**config.mk**
```make
export PLATFORM = sky130hd
export DESIGN_NAME = mem_access_ctrl_flat
export DESIGN_NICKNAME = d
export VERILOG_FILES = /design/src/rtl/mem_ctrl_pkg.sv /design/src/rtl/mem_access_ctrl_if.sv /design/src/rtl/mem_load_extend.sv /design/src/rtl/mem_access_ctrl.sv /design/src/flat_wrapper.sv
export SDC_FILE = /design/constraint.sdc
export NUM_CORES = 1
export LEC_CHECK = 0
export ABC_AREA = 1
export BUFFER_PORTS_ARGS = -buffer_cell sky130_fd_sc_hd__buf_2
export CAP_MARGIN = 20
export CORE_MARGIN = 2
export CORE_UTILIZATION = 40
export CTS_BUF_LIST = sky130_fd_sc_hd__clkbuf_4
export CTS_CLUSTER_SIZE = 40
export DETAILED_ROUTE_END_ITERATION = 8
export MAX_ROUTING_LAYER = met4
export PLACE_DENSITY_LB_ADDON = 0.2
export RECOVER_POWER = 100
export SLEW_MARGIN = 20
export SYNTH_ARGS = -nofsm -noshare
export SYNTH_HDL_FRONTEND = slang
export SYNTH_SLANG_ARGS = --single-unit
```
**constraint.sdc**
```tcl
create_clock -name clk -period 1.5 [get_ports clk]
set_input_delay 0.075 -clock clk [delete_from_list [all_inputs] [get_ports clk]]
set_output_delay 0.075 -clock clk [all_outputs]
set_load 0.02 [all_outputs]
```
**src/rtl/mem_ctrl_pkg.sv**
```systemverilog
// Shared encodings and state type for the data-RAM access controller.
package mem_ctrl_pkg;

  localparam logic [1:0] SZ_BYTE = 2'd0;
  localparam logic [1:0] SZ_HALF = 2'd1;
  localparam logic [1:0] SZ_WORD = 2'd2;

  localparam logic RW_READ  = 1'b1;
  localparam logic RW_WRITE = 1'b0;

  typedef enum logic [1:0] {
    StIdle,
    StAccess,
    StRelease,
    StResp
  } state_e;

  // Illegal size code or an access not naturally aligned to its size.
  function automatic logic req_bad(logic [1:0] size, logic [1:0] addr_lo);
    logic bad;
    unique case (size)
      SZ_BYTE: bad = 1'b0;
      SZ_HALF: bad = addr_lo[0];
      SZ_WORD: bad = (addr_lo != 2'b00);
      default: bad = 1'b1;
    endcase
    return bad;
  endfunction

endpackage

```
**src/rtl/mem_access_ctrl_if.sv**
```systemverilog
// Datapath request/response and RAM bus signals of the access controller.
interface mem_access_ctrl_if #(
  parameter int unsigned ADDR_W = 9
);

  logic              req_valid;
  logic              req_ready;
  logic              req_write;
  logic [1:0]        req_size;
  logic              req_signed;
  logic [ADDR_W-1:0] req_addr;
  logic [31:0]       req_wdata;
  logic              rsp_valid;
  logic              rsp_err;
  logic [31:0]       rsp_rdata;
  logic              mem_enable;
  logic              mem_read_write;
  logic [1:0]        mem_data_length;
  logic [ADDR_W-1:0] mem_address;
  logic [31:0]       mem_data_in;
  logic [31:0]       mem_data_out;
  logic              mem_mfc;

  // Environment view: datapath plus RAM.
  modport master (
    output req_valid, req_write, req_size, req_signed, req_addr, req_wdata,
    output mem_data_out, mem_mfc,
    input  req_ready, rsp_valid, rsp_err, rsp_rdata,
    input  mem_enable, mem_read_write, mem_data_length, mem_address, mem_data_in
  );

  // Controller view.
  modport slave (
    input  req_valid, req_write, req_size, req_signed, req_addr, req_wdata,
    input  mem_data_out, mem_mfc,
    output req_ready, rsp_valid, rsp_err, rsp_rdata,
    output mem_enable, mem_read_write, mem_data_length, mem_address, mem_data_in
  );

endinterface

```
**src/rtl/mem_load_extend.sv**
```systemverilog
// Size/sign extension of right-justified RAM read data into a 32-bit result.
module mem_load_extend
  import mem_ctrl_pkg::*;
(
  input  logic [31:0] data_i,
  input  logic [1:0]  size_i,
  input  logic        signed_i,
  output logic [31:0] data_o
);

  always_comb begin
    data_o = data_i;
    unique case (size_i)
      SZ_BYTE: data_o = {{24{signed_i & data_i[7]}}, data_i[7:0]};
      SZ_HALF: data_o = {{16{signed_i & data_i[15]}}, data_i[15:0]};
      default: data_o = data_i;
    endcase
  end

endmodule

```
**src/rtl/mem_access_ctrl.sv**
```systemverilog
// Single-request load/store controller for the data RAM with MFC handshake,
// alignment checking and an MFC timeout.
module mem_access_ctrl
  import mem_ctrl_pkg::*;
#(
  parameter int unsigned ADDR_W  = 9,
  parameter int unsigned TIMEOUT = 16
) (
  input logic              clk,
  input logic              rst_n,
  mem_access_ctrl_if.slave bus
);

  localparam int unsigned CntW = $clog2(TIMEOUT + 1);

  state_e            state_q;
  logic              write_q;
  logic [1:0]        size_q;
  logic              signed_q;
  logic              err_q;
  logic [CntW-1:0]   cnt_q;
  logic [31:0]       data_q;
  logic              rsp_valid_q;
  logic              rsp_err_q;
  logic [31:0]       rsp_rdata_q;
  logic              mem_enable_q;
  logic              mem_read_write_q;
  logic [1:0]        mem_data_length_q;
  logic [ADDR_W-1:0] mem_address_q;
  logic [31:0]       mem_data_in_q;
  logic [31:0]       ext_data;

  mem_load_extend u_load_extend (
    .data_i   (bus.mem_data_out),
    .size_i   (size_q),
    .signed_i (signed_q),
    .data_o   (ext_data)
  );

  always_ff @(posedge clk or negedge rst_n) begin
    if (!rst_n) begin
      state_q           <= StIdle;
      write_q           <= 1'b0;
      size_q            <= SZ_BYTE;
      signed_q          <= 1'b0;
      err_q             <= 1'b0;
      cnt_q             <= '0;
      data_q            <= '0;
      rsp_valid_q       <= 1'b0;
      rsp_err_q         <= 1'b0;
      rsp_rdata_q       <= '0;
      mem_enable_q      <= 1'b0;
      mem_read_write_q  <= RW_READ;
      mem_data_length_q <= SZ_BYTE;
      mem_address_q     <= '0;
      mem_data_in_q     <= '0;
    end else begin
      unique case (state_q)
        StIdle: begin
          if (bus.req_valid) begin
            write_q  <= bus.req_write;
            size_q   <= bus.req_size;
            signed_q <= bus.req_signed;
            err_q    <= 1'b0;
            cnt_q    <= '0;
            data_q   <= '0;
            if (req_bad(bus.req_size, bus.req_addr[1:0])) begin
              // Rejected requests never touch the RAM bus.
              state_q     <= StResp;
              rsp_valid_q <= 1'b1;
              rsp_err_q   <= 1'b1;
              rsp_rdata_q <= '0;
            end else begin
              state_q           <= StAccess;
              mem_enable_q      <= 1'b1;
              mem_read_write_q  <= bus.req_write ? RW_WRITE : RW_READ;
              mem_data_length_q <= bus.req_size;
              mem_address_q     <= bus.req_addr;
              mem_data_in_q     <= bus.req_wdata;
            end
          end
        end
        StAccess: begin
          cnt_q <= cnt_q + 1'b1;
          if (bus.mem_mfc) begin
            if (!write_q) data_q <= ext_data;
            mem_enable_q <= 1'b0;
            state_q      <= StRelease;
          end else if (cnt_q == CntW'(TIMEOUT - 1)) begin
            err_q        <= 1'b1;
            mem_enable_q <= 1'b0;
            state_q      <= StRelease;
          end
        end
        StRelease: begin
          if (!bus.mem_mfc) begin
            state_q     <= StResp;
            rsp_valid_q <= 1'b1;
            rsp_err_q   <= err_q;
            rsp_rdata_q <= err_q ? '0 : data_q;
          end
        end
        StResp: begin
          state_q     <= StIdle;
          rsp_valid_q <= 1'b0;
          rsp_err_q   <= 1'b0;
          rsp_rdata_q <= '0;
        end
        default: state_q <= StIdle;
      endcase
    end
  end

  assign bus.req_ready       = (state_q == StIdle);
  assign bus.rsp_valid       = rsp_valid_q;
  assign bus.rsp_err         = rsp_err_q;
  assign bus.rsp_rdata       = rsp_rdata_q;
  assign bus.mem_enable      = mem_enable_q;
  assign bus.mem_read_write  = mem_read_write_q;
  assign bus.mem_data_length = mem_data_length_q;
  assign bus.mem_address     = mem_address_q;
  assign bus.mem_data_in     = mem_data_in_q;

endmodule
```
**src/flat_wrapper.sv**
```systemverilog
// flat-port wrapper written by rule: the top's interface ports become plain ports
module mem_access_ctrl_flat import mem_ctrl_pkg::*;
#(
  parameter int unsigned ADDR_W  = 9,
  parameter int unsigned TIMEOUT = 16
)
  (clk, rst_n, bus_req_valid, bus_req_write, bus_req_size, bus_req_signed, bus_req_addr, bus_req_wdata, bus_mem_data_out, bus_mem_mfc, bus_req_ready, bus_rsp_valid, bus_rsp_err, bus_rsp_rdata, bus_mem_enable, bus_mem_read_write, bus_mem_data_length, bus_mem_address, bus_mem_data_in);
  mem_access_ctrl_if #(.ADDR_W(ADDR_W)) bus_i ();
  input logic clk;
  input logic rst_n;
  input wire logic [$bits(bus_i.req_valid)-1:0] bus_req_valid;
  input wire logic [$bits(bus_i.req_write)-1:0] bus_req_write;
  input wire logic [$bits(bus_i.req_size)-1:0] bus_req_size;
  input wire logic [$bits(bus_i.req_signed)-1:0] bus_req_signed;
  input wire logic [$bits(bus_i.req_addr)-1:0] bus_req_addr;
  input wire logic [$bits(bus_i.req_wdata)-1:0] bus_req_wdata;
  input wire logic [$bits(bus_i.mem_data_out)-1:0] bus_mem_data_out;
  input wire logic [$bits(bus_i.mem_mfc)-1:0] bus_mem_mfc;
  output wire logic [$bits(bus_i.req_ready)-1:0] bus_req_ready;
  output wire logic [$bits(bus_i.rsp_valid)-1:0] bus_rsp_valid;
  output wire logic [$bits(bus_i.rsp_err)-1:0] bus_rsp_err;
  output wire logic [$bits(bus_i.rsp_rdata)-1:0] bus_rsp_rdata;
  output wire logic [$bits(bus_i.mem_enable)-1:0] bus_mem_enable;
  output wire logic [$bits(bus_i.mem_read_write)-1:0] bus_mem_read_write;
  output wire logic [$bits(bus_i.mem_data_length)-1:0] bus_mem_data_length;
  output wire logic [$bits(bus_i.mem_address)-1:0] bus_mem_address;
  output wire logic [$bits(bus_i.mem_data_in)-1:0] bus_mem_data_in;
  assign bus_i.req_valid = bus_req_valid;
  assign bus_i.req_write = bus_req_write;
  assign bus_i.req_size = bus_req_size;
  assign bus_i.req_signed = bus_req_signed;
  assign bus_i.req_addr = bus_req_addr;
  assign bus_i.req_wdata = bus_req_wdata;
  assign bus_i.mem_data_out = bus_mem_data_out;
  assign bus_i.mem_mfc = bus_mem_mfc;
  assign bus_req_ready = bus_i.req_ready;
  assign bus_rsp_valid = bus_i.rsp_valid;
  assign bus_rsp_err = bus_i.rsp_err;
  assign bus_rsp_rdata = bus_i.rsp_rdata;
  assign bus_mem_enable = bus_i.mem_enable;
  assign bus_mem_read_write = bus_i.mem_read_write;
  assign bus_mem_data_length = bus_i.mem_data_length;
  assign bus_mem_address = bus_i.mem_address;
  assign bus_mem_data_in = bus_i.mem_data_in;
  mem_access_ctrl #(.ADDR_W(ADDR_W), .TIMEOUT(TIMEOUT)) u_core (.clk(clk), .rst_n(rst_n), .bus(bus_i));
endmodule
```
Word level (Yosys, flattened, before mapping)
Cells that the tools add are included.
{"block": "word_totals", "latchBits": 0, "rom_bits": 0, "out_inout_bits": 80, "n_memories": 0, "mem_bits_rw": 0, "inputBits": 81, "wordCells": 86, "reg_bits": 123}
{"block": "op_classes", "reduce_logical": 14, "n_lt_le_gt_ge": 0, "div": 0, "shifts": 0, "n_bitwise": 3, "eq_ne": 16, "addsub": 1, "n_mux": 37, "mul": 0}
{"op": "$mux W32", "count": 7}
{"op": "$pmux W32 S2", "count": 2}
{"op": "$pmux W32 S3", "count": 1}
{"op": "$reduce_and A4 Y1", "count": 4}
{"op": "$mux W1", "count": 14}
{"op": "$ne A2 B2 Y1 const B", "count": 6}
{"op": "$mux W2", "count": 5}
{"op": "$pmux W5 S2", "count": 1}
{"op": "$pmux W1 S3", "count": 3}
{"op": "$pmux W2 S4", "count": 1}
{"op": "$eq A2 B1 Y1 const B", "count": 3}
{"op": "$eq A2 B2 Y1 const B", "count": 3}
{"op": "$logic_not A2 Y1", "count": 3}
{"op": "$reduce_and A3 Y1", "count": 2}
{"op": "$add A5 B1 Y5 const B", "count": 1}
{"op": "$eq A5 B4 Y1 const B", "count": 1}
{"op": "$mux W5", "count": 1}
{"op": "$ne A2 B1 Y1 const B", "count": 2}
{"op": "$pmux W1 S2", "count": 2}
{"op": "$reduce_and A2 Y1", "count": 2}
{"op": "$reduce_bool A2 Y1", "count": 2}
{"op": "$ne A3 B2 Y1 const B", "count": 1}
{"op": "$reduce_bool A3 Y1", "count": 1}
{"op": "$and A1 B1 Y1", "count": 2}
{"op": "$not A1 Y1", "count": 1}

Longest topological paths before layout
{"block": "logic_depth", "depth_word": 7, "depth_mapped": 11, "depth_no_buf": 10}

Hierarchy
A second synthesis with hierarchy kept.
{"block": "unflattened", "cells_unflattened": 718, "area_unflattened_um2": 6060.8}
{"module": "mem_access_ctrl", "cells_per_inst": 646, "seq_area_each_um2": 3079.2, "area_per_inst_um2": 5594.1, "instances": 1}
{"module": "mem_load_extend", "cells_per_inst": 72, "seq_area_each_um2": 0.0, "area_per_inst_um2": 466.7, "instances": 1}

Worst setup path after synthesis
OpenSTA, ideal clock, no wires.
{"block": "synth_path", "kind": "register to register", "from": "register u_core.state_q[0]", "to": "register u_core.mem_data_in_q[10], in the netlist u_core.bus.mem_data_in[10]", "path_slack_ns": -0.165, "synth_period_minus_slack_ns": 1.665, "arrival_ns": 1.548, "stages_incl_launch_ff": 11, "required_ns": 1.383, "path_buffers": 3, "setup_ns": 0.117, "path_cell_list": "dfrtp_1 inv_1 ha_1 buf_4 nand2_4 inv_4 nand2_1 buf_6 buf_6 nand2_1 nand2_1"}
{"block": "synth_between", "elab_chain_len": 2}
{"element": "from (decl)", "line_no": "mem_access_ctrl.sv:16", "source": "state_e state_q;"}
{"element": "from (signal assigned)", "line_no": "mem_access_ctrl.sv:42", "source": "state_q <= StIdle;"}
{"element": "from (signal assigned)", "line_no": "mem_access_ctrl.sv:69", "source": "state_q <= StResp;"}
{"element": "from (signal assigned)", "line_no": "mem_access_ctrl.sv:74", "source": "state_q <= StAccess;"}
{"element": "$logic_not A2 Y1"}
{"element": "net bus_req_ready", "line_no": "flat_wrapper.sv:19", "source": "output wire logic [$bits(bus_i.req_ready)-1:0] bus_req_ready;"}
{"element": "$reduce_and A3 Y1 (no source line)"}
{"element": "to (signal assigned)", "line_no": "mem_access_ctrl.sv:79", "source": "mem_data_in_q <= bus.req_wdata;"}
{"element": "to (decl)", "line_no": "mem_access_ctrl.sv:30", "source": "logic [31:0] mem_data_in_q;"}
The timed path passes the listed nets, and every way through them passes these cells.
A chain may end at the register's enable or synchronous reset.

Final worst setup path
{"block": "layout_path", "from": "register u_core.state_q[0]", "to": "register u_core.data_q[21]"}
{"block": "layout_between", "elab_chain_len": 3, "elab_cells_between_ends": 8, "cone_classes": "eq/ne: 4; mux: 1; reduce/logical: 3"}
{"element": "$eq A2 B1 Y1 / $logic_not A2 Y1 (equally long branches)", "line_no": "mem_access_ctrl.sv:58", "source": "unique case (state_q)"}
{"element": "$ne A2 B2 Y1 (no source line) / $reduce_bool A2 Y1 (equally long branches)"}
{"element": "$reduce_and A4 Y1 (no source line)"}
{"element": "to (signal assigned)", "line_no": "mem_access_ctrl.sv:86", "source": "if (!write_q) data_q <= ext_data;"}
{"element": "to (decl)", "line_no": "mem_access_ctrl.sv:22", "source": "logic [31:0] data_q;"}
Several ways; a longest one is shown, not always the timed one.

==> summary.md <==
| Metric | Value |
|---|---|
| Synth Flop Type | `dfrtp_1` |
| Number of diodes | `0` |
| Fraction of synthesis flops using an asynchronous set or reset pin | `100%` |
| Number of ports placed on the die boundary | `161` |
| Final standard cell area without fillers | `8330 um^2` |
| Worst relative slew slack | `17.1%` |
| Mean instance size in the synthesized netlist | `8.10 um^2` |
| Highest achievable clock rate | `643 MHz` |
| Register-to-register path setup slack | `-0.05 ns` |
| Slowest library cell on the worst path | `dfrtp_2` |
| Clock tree from TritonCTS | `done` |
| Global routing usage summed across all routing layers | `22.0%` |
| Cell at the root of the clock tree | `clkbuf_4` |
| Ratio of total power to cell area | `1890 nW/um^2` |
| Cell types with the highest counts after synthesis | `286 x nand2_1, 122 x dfrtp_1, 84 x nand3_1, 70 x nor2_1, 46 x inv_1` |
| Share of synthesized area spent on multiplexers | `0%` |
| Vertical die dimension | `122 um` |
| Effective utilization at floorplan | `40.7%` |
| Largest fanout on the critical path | `10` |
| Routed vias/inst | `4.84` |
| Largest stage delay, worst path | `0.46 ns` |
| Area of the die | `15000 um^2` |
| Deepest level of the CTS H-tree | `4` |
| Starting DRT DRC Count | `293` |
| Via count of the first global-routing pass | `5222` |
| Final Worst Setup Slack | `-0.0540 ns` |
| Combinational family with the most area after synthesis | `simple AND/OR/NAND/NOR gates` |
| Critical path class | `reg -> reg` |
| RSZ-0062 raised after global routing | `true` |
| Violated checks | `setup timing` |
| Sequential share of the synthesized area | `54.9%` |
| Cells on worst reg2reg path | `8` |
| R2R Path Start | `u_core.state_q[0]$_DFFE_PN0P_` |
| Endpoint arrival time on the critical path | `1.97 ns` |
| DPL Wire Length | `9.71 mm` |
| Iteration count of the initial detailed-routing pass | `9` |
| Required time of the worst setup path | `1.92 ns` |
| RD Place Congestion | `0.847` |
| Cells along the critical path | `inv_2, ha_4, nand2_4, nand2_4, o21ai_4, clkbuf_16, nand2_1, nand2_1` |
| Post-synthesis cell type with the largest combined area | `dfrtp_1` |
| Cell variety after synth | `27` |
| Proportion of layout cells with a drive suffix above 1 | `30.1%` |
| Yosys warning count | `0` |
| Number of vias after detailed routing | `5581` |
| Cells after Synth | `692` |
| Synthesized-area fraction occupied by adder cells | `1.34%` |
| Reg-to-reg endpoint | `u_core.data_q[21]$_DFFE_PN0P_` |
| Number of failing hold endpoints at the final stage | `0` |
| Run status | `complete, but fails checks` |
| Maximum ir drop on the vdd rail | `0.924 mV` |
| Clock latency at the later pin of the worst-skew pair | `0.52 ns` |
| Layout overhead on the synthesized area | `48.5%` |
| Actual slew at the worst max-slew pin | `1.24 ns` |
| Final total power | `15800 uW` |
| Complex-gate fraction of the synthesized area | `2.23%` |
| Hold Crit Depth | `4` |
| Post-synthesis share of cell area spent on and, or, nand and nor gates | `33.9%` |
| TritonCTS sink count | `123` |
| Maximum number of buffers from clock root to sink | `2` |
| Time the worst path needs with I/O delays and setup | `1.55 ns` |
| Clock skew | `0.0172 ns` |
| Maximum Capacitance Violations | `0` |
| Leakage component of the power | `0.00451 uW` |
| Cell with the most instances after synthesis | `nand2_1` |
| Sum of overflow across all layers after global routing | `0` |
| # nets final | `1048` |
| Area of the placeable core | `13800 um^2` |
| Sum Neg Setup Slack | `-1.52 ns` |
| Instance area after placement | `6700 um^2` |
| Total setup violations reported at the end of the flow | `57` |
| Startpoint of the most critical hold path | `bus_mem_data_out[3]` |
| Hold/Removal Path Class | `in -> reg` |
| Type of origin of the critical path | `flip-flop` |
| Number of rows created at floorplan | `43` |
| Routed wire per std cell | `14.7 um` |
| Clock input transition at the sequential cells of the worst setup and hold paths | `0.11 ns` |
| Cell area after synthesis | `5610 um^2` |
| Post-synthesis share of cell area spent on xor and xnor gates | `0%` |
| Endpoint kind of the worst setup timing path | `flip-flop` |
| Count of flip-flops with a built-in enable after synthesis | `0` |
| Number of design rule violations left after detail routing | `0` |
| Antenna-violating nets left | `0` |
| Final max-slew violation count | `0` |
| First-pass GRT wire length | `25.0 mm` |
| Mapped Nets | `779` |
| Number of buffers inserted during clock tree synthesis | `17` |
| Die X | `122 um` |
| Count of buffers inserted at the top-level ports | `160` |
| Largest net degree at the start of global routing | `49` |
| Post-route fraction of the period consumed by the critical path | `104%` |
| Most area-consuming cells after synthesis | `dfrtp_1 54%, nand2_1 19%, nand3_1 7.5%, nor2_1 4.7%, inv_1 3.1%` |
| Wire length after detailed routing | `16.9 mm` |
| Initial antenna violation count | `0` |
| Share of the synthesized area in the top cell type | `54.4%` |
| Hold path endpoint | `u_core.data_q[3]$_DFFE_PN0P_` |
| Number of flip-flops and latches in the synthesized netlist | `123` |
-- area by class of cell --
cell class	count	area, um^2
clock buffer	19	143
clock inverter	11	105
fill	1186	5450
inverter	50	193
multi-input combinational	488	2450
sequential	123	3080
tap	180	225
timing repair buffer	281	2130
-- how the worst max path moves through the flow --
stage / startpoint / endpoint / slack, ns
CTS: u_core.state_q[0]$_DFFE_PN0P_ / bus_req_ready / -0.04
global route: u_core.state_q[1]$_DFFE_PN0P_ / u_core.data_q[21]$_DFFE_PN0P_ / -0.15
finish: u_core.state_q[0]$_DFFE_PN0P_ / u_core.data_q[21]$_DFFE_PN0P_ / -0.05
global placement: u_core.state_q[0]$_DFFE_PN0P_ / u_core.bus.rsp_rdata[31]$_DFFE_PN0P_ / -0.03
floorplan: u_core.state_q[1]$_DFFE_PN0P_ / u_core.bus.mem_data_in[10]$_DFFE_PN0P_ / 0.004
detailed placement: u_core.state_q[0]$_DFFE_PN0P_ / u_core.bus.rsp_rdata[3]$_DFFE_PN0P_ / -0.12
-- kinds of logic after synthesis --
group / after synthesis
simple gates: 454
flops: 123
buf+inv: 86
fa+ha+maj: 6
compound gates: 23
-- layout by cell type (no fill, tap or decap), types with 7 or more instances in the layout --
cell           netlist  final
nand2_1            286    259
buf_2               14    148
dfrtp_1            122    121
dlygate4sd3_1        0     81
nand3_1             84     78
nor2_1              70     58
inv_1               46     42
nand2_2              3     27
clkbuf_4             0     19
buf_4                8     17
o21ai_0             16     14
clkbuf_1             4     13
buf_12               0      9
nand3_2              2      8
nand2_4              5      7
nor2_4               0      7
-- critical path, delay by kind of cell (launching register included) --
family                   cells  cell delay (ns)
flip-flops                   1             0.46
buffers and inverters        2             0.29
AO/OA/AOI/OAI                1             0.11
AND/OR/NAND/NOR              4             0.39
adder cells (fa/ha/maj)      1             0.20
-- state kept, by name, indices dropped and copies added, names as in the netlist --
register / cells
u_core.bus.mem_address: 9
u_core.bus.mem_data_in: 32
u_core.bus.mem_data_length: 2
u_core.bus.mem_enable: 1
u_core.bus.mem_read_write: 1
u_core.bus.rsp_err: 1
u_core.bus.rsp_rdata: 32
u_core.bus.rsp_valid: 1
u_core.cnt_q: 5
u_core.data_q: 32
u_core.err_q: 1
u_core.signed_q: 1
u_core.size_q: 2
u_core.state_q: 2
u_core.write_q: 1
-- per-layer routing --
| metal | vias up | routed length [um] | GRT usage, % |
|---|---|---|---|
| met4 | 0 | 388 | 7.83 |
| met3 | 32 | 1250 | 4.93 |
| met5 | - | 0 | - |
| met1 | 2618 | 6950 | 27.9 |
| met2 | 246 | 8300 | 34.8 |
| li1 | 2685 | - | - |
-- timing repair --
| action | CTS | global route |
|---|---|---|
| buffers inserted | 5 | 7 |
| resized for setup | 12 | 70 |
| hold endpoints to repair | 206 | 0 |
| setup endpoints to repair | 70 | 117 |
| cloned | 3 | 10 |
| hold buffers | 81 | 0 |
| pin swaps | 0 | 27 |
-- power by group --
group	internal (uW)	switching, uW	leakage [uW]	total (uW)
Combinational	3230	5060	0.00276	8290
Clock	975	1190	0.000134	2170
Sequential	4520	776	0.00162	5300
Total	8730	7020	0.00451	15800
-- through the flow --
step	std cells	hold slack [ns]	utilization, %	setup slack [ns]
3_3_place_gp	1016	-0.0518	48.7	-0.0284
6_report	1152	0.286	60.5	-0.0540
4_1_cts	1135	0.0557	57.2	-0.0387
2_1_floorplan	692	-0.221	-	0.00402
3_5_place_dp	1016	-0.0478	48.7	-0.118
5_1_grt	1152	0.268	60.5	-0.148
No activity file was read; power rests on OpenSTA's default activity.
